$ cat config.mk
export PLATFORM = sky130hd
export DESIGN_NAME = mul_acc_sequencer
export DESIGN_NICKNAME = d
export VERILOG_FILES = /design/src/rtl/mul_acc_sequencer.sv
export SDC_FILE = /design/constraint.sdc
export NUM_CORES = 1
export LEC_CHECK = 0
export ABC_AREA = 1
export CORE_UTILIZATION = 30
export CTS_CLUSTER_SIZE = 24
export DETAILED_ROUTE_END_ITERATION = 8
export PLACE_DENSITY = 0.58
export SETUP_SLACK_MARGIN = 0.05
export SKIP_LAST_GASP = 1
export SYNTH_ARGS = -nofsm -noshare
export SYNTH_HDL_FRONTEND = slang
export SYNTH_SLANG_ARGS = --single-unit
export TNS_END_PERCENT = 20
$ cat constraint.sdc
create_clock -name clk -period 2.2 [get_ports clk]
set_clock_uncertainty 0.2 [all_clocks]
set_input_delay 0.44 -clock clk [delete_from_list [all_inputs] [get_ports clk]]
set_output_delay 0.44 -clock clk [all_outputs]
set_load 0.01 [all_outputs]
$ cat src/rtl/mul_acc_sequencer.sv
// Iterative 32x32 multiply / multiply-accumulate: one shift-and-add step per clock,
// one shared 32-bit adder, low-word result with N/Z flags and busy/done handshake.

module Adder_32 (
    input  logic [31:0] a,
    input  logic [31:0] b,
    input  logic        c_in,
    output logic [31:0] sum,
    output logic        c_out
);
    assign {c_out, sum} = {1'b0, a} + {1'b0, b} + {32'b0, c_in};
endmodule

module mul_acc_sequencer #(
    parameter bit EARLY_EXIT = 1'b0
) (
    input  logic        clk,
    input  logic        rst_n,
    input  logic        start,
    input  logic        mla,
    input  logic [31:0] a,
    input  logic [31:0] b,
    input  logic [31:0] acc,
    input  logic        flush,
    output logic        busy,
    output logic        done,
    output logic [31:0] result,
    output logic        flag_n,
    output logic        flag_z
);
    typedef enum logic [1:0] {IDLE, RUN, DONE} state_t;

    state_t      state, state_nx;
    logic [31:0] m_reg, q_reg, p_reg;
    logic [31:0] add_sum, p_nx;
    logic [4:0]  cnt;
    logic        run_last;
    logic        adder_c_out_unused;

    Adder_32 u_adder (
        .a     (p_reg),
        .b     (m_reg),
        .c_in  (1'b0),
        .sum   (add_sum),
        .c_out (adder_c_out_unused)
    );

    assign p_nx     = q_reg[0] ? add_sum : p_reg;
    assign run_last = (cnt == 5'd31) || (EARLY_EXIT && (q_reg[31:1] == '0));

    always_ff @(posedge clk or negedge rst_n) begin
        if (!rst_n) state <= IDLE;
        else        state <= state_nx;
    end

    always_comb begin
        state_nx = state;
        case (state)
            IDLE:    if (start && !flush) state_nx = RUN;
            RUN: begin
                if (flush)         state_nx = IDLE;
                else if (run_last) state_nx = DONE;
            end
            DONE:    state_nx = IDLE;
            default: state_nx = IDLE;
        endcase
    end

    always_comb begin
        busy = (state != IDLE);
        done = (state == DONE);
    end

    // The final step's addition lands in result on the same edge that leaves RUN.
    always_ff @(posedge clk or negedge rst_n) begin
        if (!rst_n) begin
            m_reg  <= '0;
            q_reg  <= '0;
            p_reg  <= '0;
            cnt    <= '0;
            result <= '0;
            flag_n <= 1'b0;
            flag_z <= 1'b0;
        end else begin
            case (state)
                IDLE: begin
                    if (start && !flush) begin
                        m_reg <= a;
                        q_reg <= b;
                        p_reg <= mla ? acc : '0;
                        cnt   <= '0;
                    end
                end
                RUN: begin
                    if (!flush) begin
                        p_reg <= p_nx;
                        m_reg <= m_reg << 1;
                        q_reg <= q_reg >> 1;
                        cnt   <= cnt + 5'd1;
                        if (run_last) begin
                            result <= p_nx;
                            flag_n <= p_nx[31];
                            flag_z <= (p_nx == '0);
                        end
                    end
                end
                default: ;
            endcase
        end
    end
endmodule
==> run_results.csv <==
group,metric,value,unit
placement,io_buffers,136,
clock_network,clk_latency,0.45,ns
status,status,"finished, violations left",
power_and_ir_drop,cellLeakagePower,0.00672,uW
placement,dp_cells,1970,
worst_setup_path,r2r_start,"m_reg[0]",
drt,ant_nets,0,
job,maxCapViolations,0,
worst_setup_path,reg2regPathDepth,15,
logic_synthesis,synth_area_leaders,"dfrtp_1 38%, nand2_1 18%, inv_1 8.4%",
clock_network,cts_tree,"built",
cells_and_area,layout_commonest_cell,"nand2_1",
logic_synthesis,synth_edf_count,0,
logic_synthesis,yosysTopAreaCellShare,37.7,%
clock_network,root_buffer,"clkbuf_16",
clock_network,cts_htree_levels,4,
worst_setup_path,crit_required,2.38,ns
clock_network,clock-sinks,136,
worst_setup_path,end_kind,"register",
timing,period_minus_slack,2.56,ns
global_routing,grt_usage,21.2,%
timing,layout_setup_ws,-0.358,ns
logic_synthesis,synthFlopType,"dfrtp_1",
timing,max_freq,391,MHz
global_routing,antenna_found_initial,1,
placement,gp_congestion,0.937,
worst_setup_path,cp-start-kind,"register",
clock_network,clk_pin_slew,0.08,ns
power_and_ir_drop,peakVddDrop,552,uV
logic_synthesis,ys_seq_area_share,37.7,%
logic_synthesis,synthArstFlopShare,100,%
worst_setup_path,cp_cell_sequence,"ha_2 -> fa_2 -> nand3_2 -> nand2_4 -> nand3_1 -> nand3_2 -> nand2_1 -> nand3_1 -> nand3_2 -> nand2_4 -> nor2_1 -> nand3_2 -> nor2_2 -> nand2_1 -> nand2_1",
floorplanning,fp.dieH,175,um
drt,drt_iter0_markers,696,
floorplanning,top_level_ports,137,
worst_setup_path,path_buf_inv,0,
worst_setup_path,timing.rr.end,"flag_z",
timing,period_share,116,%
worst_setup_path,critPathKind,"reg -> reg",
power_and_ir_drop,power,15600,uW
worst_setup_path,slowest_stage,"dfrtp_1",
drt,vias_per_cell,4.81,
drt,dr.pass1.iters,5,
worst_setup_path,cpMostUsedCell,"nand3_2",
drt,drc,0,
status,failed_checks,"setup timing",
worst_setup_path,critPathTopFamily,"simple AND/OR/NAND/NOR gates",
global_routing,grt_pass1_wl,50900,um
global_routing,grt-ovfl-total,0,
power_and_ir_drop,power.density,1120,nW/um^2
logic_synthesis,synth.cell_area,9020,sq um
logic_synthesis,avgSynthCellArea,6.74,sq um
drt,dr_total_vias,9788,
cells_and_area,drive_gt1_share,28.3,%
floorplanning,start_util,30.5,%
logic_synthesis,synth_top_cell_by_area,"dfrtp_1",
floorplanning,dieWidth,175,um
global_routing,grt_pass1_vias,9778,
logic_synthesis,synth_seq_cells,136,
logic_synthesis,netlist_instances,1339,
floorplanning,rows,63,
cells_and_area,final_util,47.3,%
drt,wl_per_cell,15.9,um
floorplanning,die_area,30800,sq um
logic_synthesis,ys_types,36,
placement,hpwl,23700,um
cells_and_area,synthToLayoutAreaGrowth,55.5,%
logic_synthesis,yosysWarnings,0,
placement,dp_worst_setup_slack,-0.569,ns
timing,slew_viol_final,0,
cells_and_area,most-common-layout-cells,"367 x nand2_1, 188 x inv_1, 174 x buf_4",
worst_setup_path,path_max_fanout,4,
worst_setup_path,r2r_setup_slack,-0.36,ns
timing,worstMarginPinSlew,0.602,ns
clock_network,cts_buffer_depth,2,
logic_synthesis,synth_nets,1474,
drt,totalWireLength,32500,um
cells_and_area,fin_nets,1768,
timing,rsz0062_at_grt,"yes",
worst_setup_path,cpPeakStageDelay,0.39,ns
clock_network,numCtsBuffers,17,
timing,hold_viol_final,0,
timing,relSlewSlack,59.8,%
floorplanning,core-area,29600,sq um
global_routing,grt_max_degree,143,
cells_and_area,fin_cells,2037,
worst_hold_path,hold_path.class,"in -> async",
timing,setup-violations-final,43,
worst_setup_path,worstPathArrival,2.74,ns
[per-layer routing]
layer | wire [um] | track usage (%) | vias to the layer above
met5 | 0 | 0 | -
met2 | 14700 | 33.4 | 268
met4 | 908 | 7.97 | 0
met3 | 1740 | 4.37 | 59
met1 | 15100 | 28.4 | 4596
li1 | - | - | 4865
[cell type report]
cell class / instances / area (sq um)
Inverter: 207 / 778
Timing Repair Buffer: 331 / 3030
Sequential cell: 136 / 3410
Clock inverter: 13 / 106
Tap cell: 390 / 488
Fill cell: 2941 / 15600
Antenna cell: 1 / 2.50
Multi-Input combinational cell: 940 / 5760
Clock buffer: 19 / 453
[where the power goes]
group          total, uW  internal, uW  switching, uW
sequential          3520          3020            505
clock               2800          1530           1270
combinational       9330          4270           5060
total              15600          8810           6830
[worst max-delay path by stage]
stage                   from      to  slack [ns]  depth (start not counted)
floorplan           m_reg[0]  flag_z       -0.02                         17
global placement    m_reg[0]  flag_z       -0.59                         16
detailed placement  m_reg[0]  flag_z       -0.57                         16
CTS                 p_reg[0]  flag_z       -0.41                         16
global route        m_reg[0]  flag_z       -0.49                         16
finish              m_reg[0]  flag_z       -0.36                         15
[worst reg2reg max path: stages (launching register included)]
cell and delay, ns:
dfrtp_1 0.39, ha_2 0.20, fa_2 0.38, nand3_2 0.12, nand2_4 0.08, nand3_1 0.12
nand3_2 0.11, nand2_1 0.14, nand3_1 0.12, nand3_2 0.12, nand2_4 0.08, nor2_1 0.12
nand3_2 0.11, nor2_2 0.11, nand2_1 0.05, nand2_1 0.05
[cell usage after synthesis (15+ instances only)]
master,count
o21ai_1,15
o21ai_0,83
a21oi_1,49
nor2_1,93
o211ai_1,49
inv_1,201
clkbuf_1,35
a31oi_1,28
nand2_1,444
nand3_1,67
dfrtp_1,136
ha_1,33
[stage by stage]
step | setup TNS [ns] | area, sq um | hold slack, ns
floorplan | -0.0236 | 9030 | -0.0556
global placement | -11.21 | 12000 | 0.226
detailed placement | -12.47 | 12000 | 0.224
CTS | -5.39 | 13500 | 0.293
global route | -11.43 | 14000 | 0.306
finish | -5.35 | 14000 | 0.287
[logic make-up (layout without fill, tap and decap cells)]
family          count (synthesis)  after routing  share of synthesized area [%]
other cells                     0              1                              0
xor+xnor                        2              2                          0.194
simple gates                  657            657                           30.0
fa+ha+maj                      34             34                           4.80
compound gates                247            247                           16.1
flops                         136            136                           37.7
buf+inv                       263            570                           11.2
[timing repair]
action                                  in CTS  in global routing
endpoints found under the setup margin      54                 65
hold buffers                                 1                  0
gates resized for setup                    134                141
hold endpoints to repair                    40                  0
pin swaps                                   55                 67
setup buffers                               26                  8
Power figures use the tool's default switching activity.
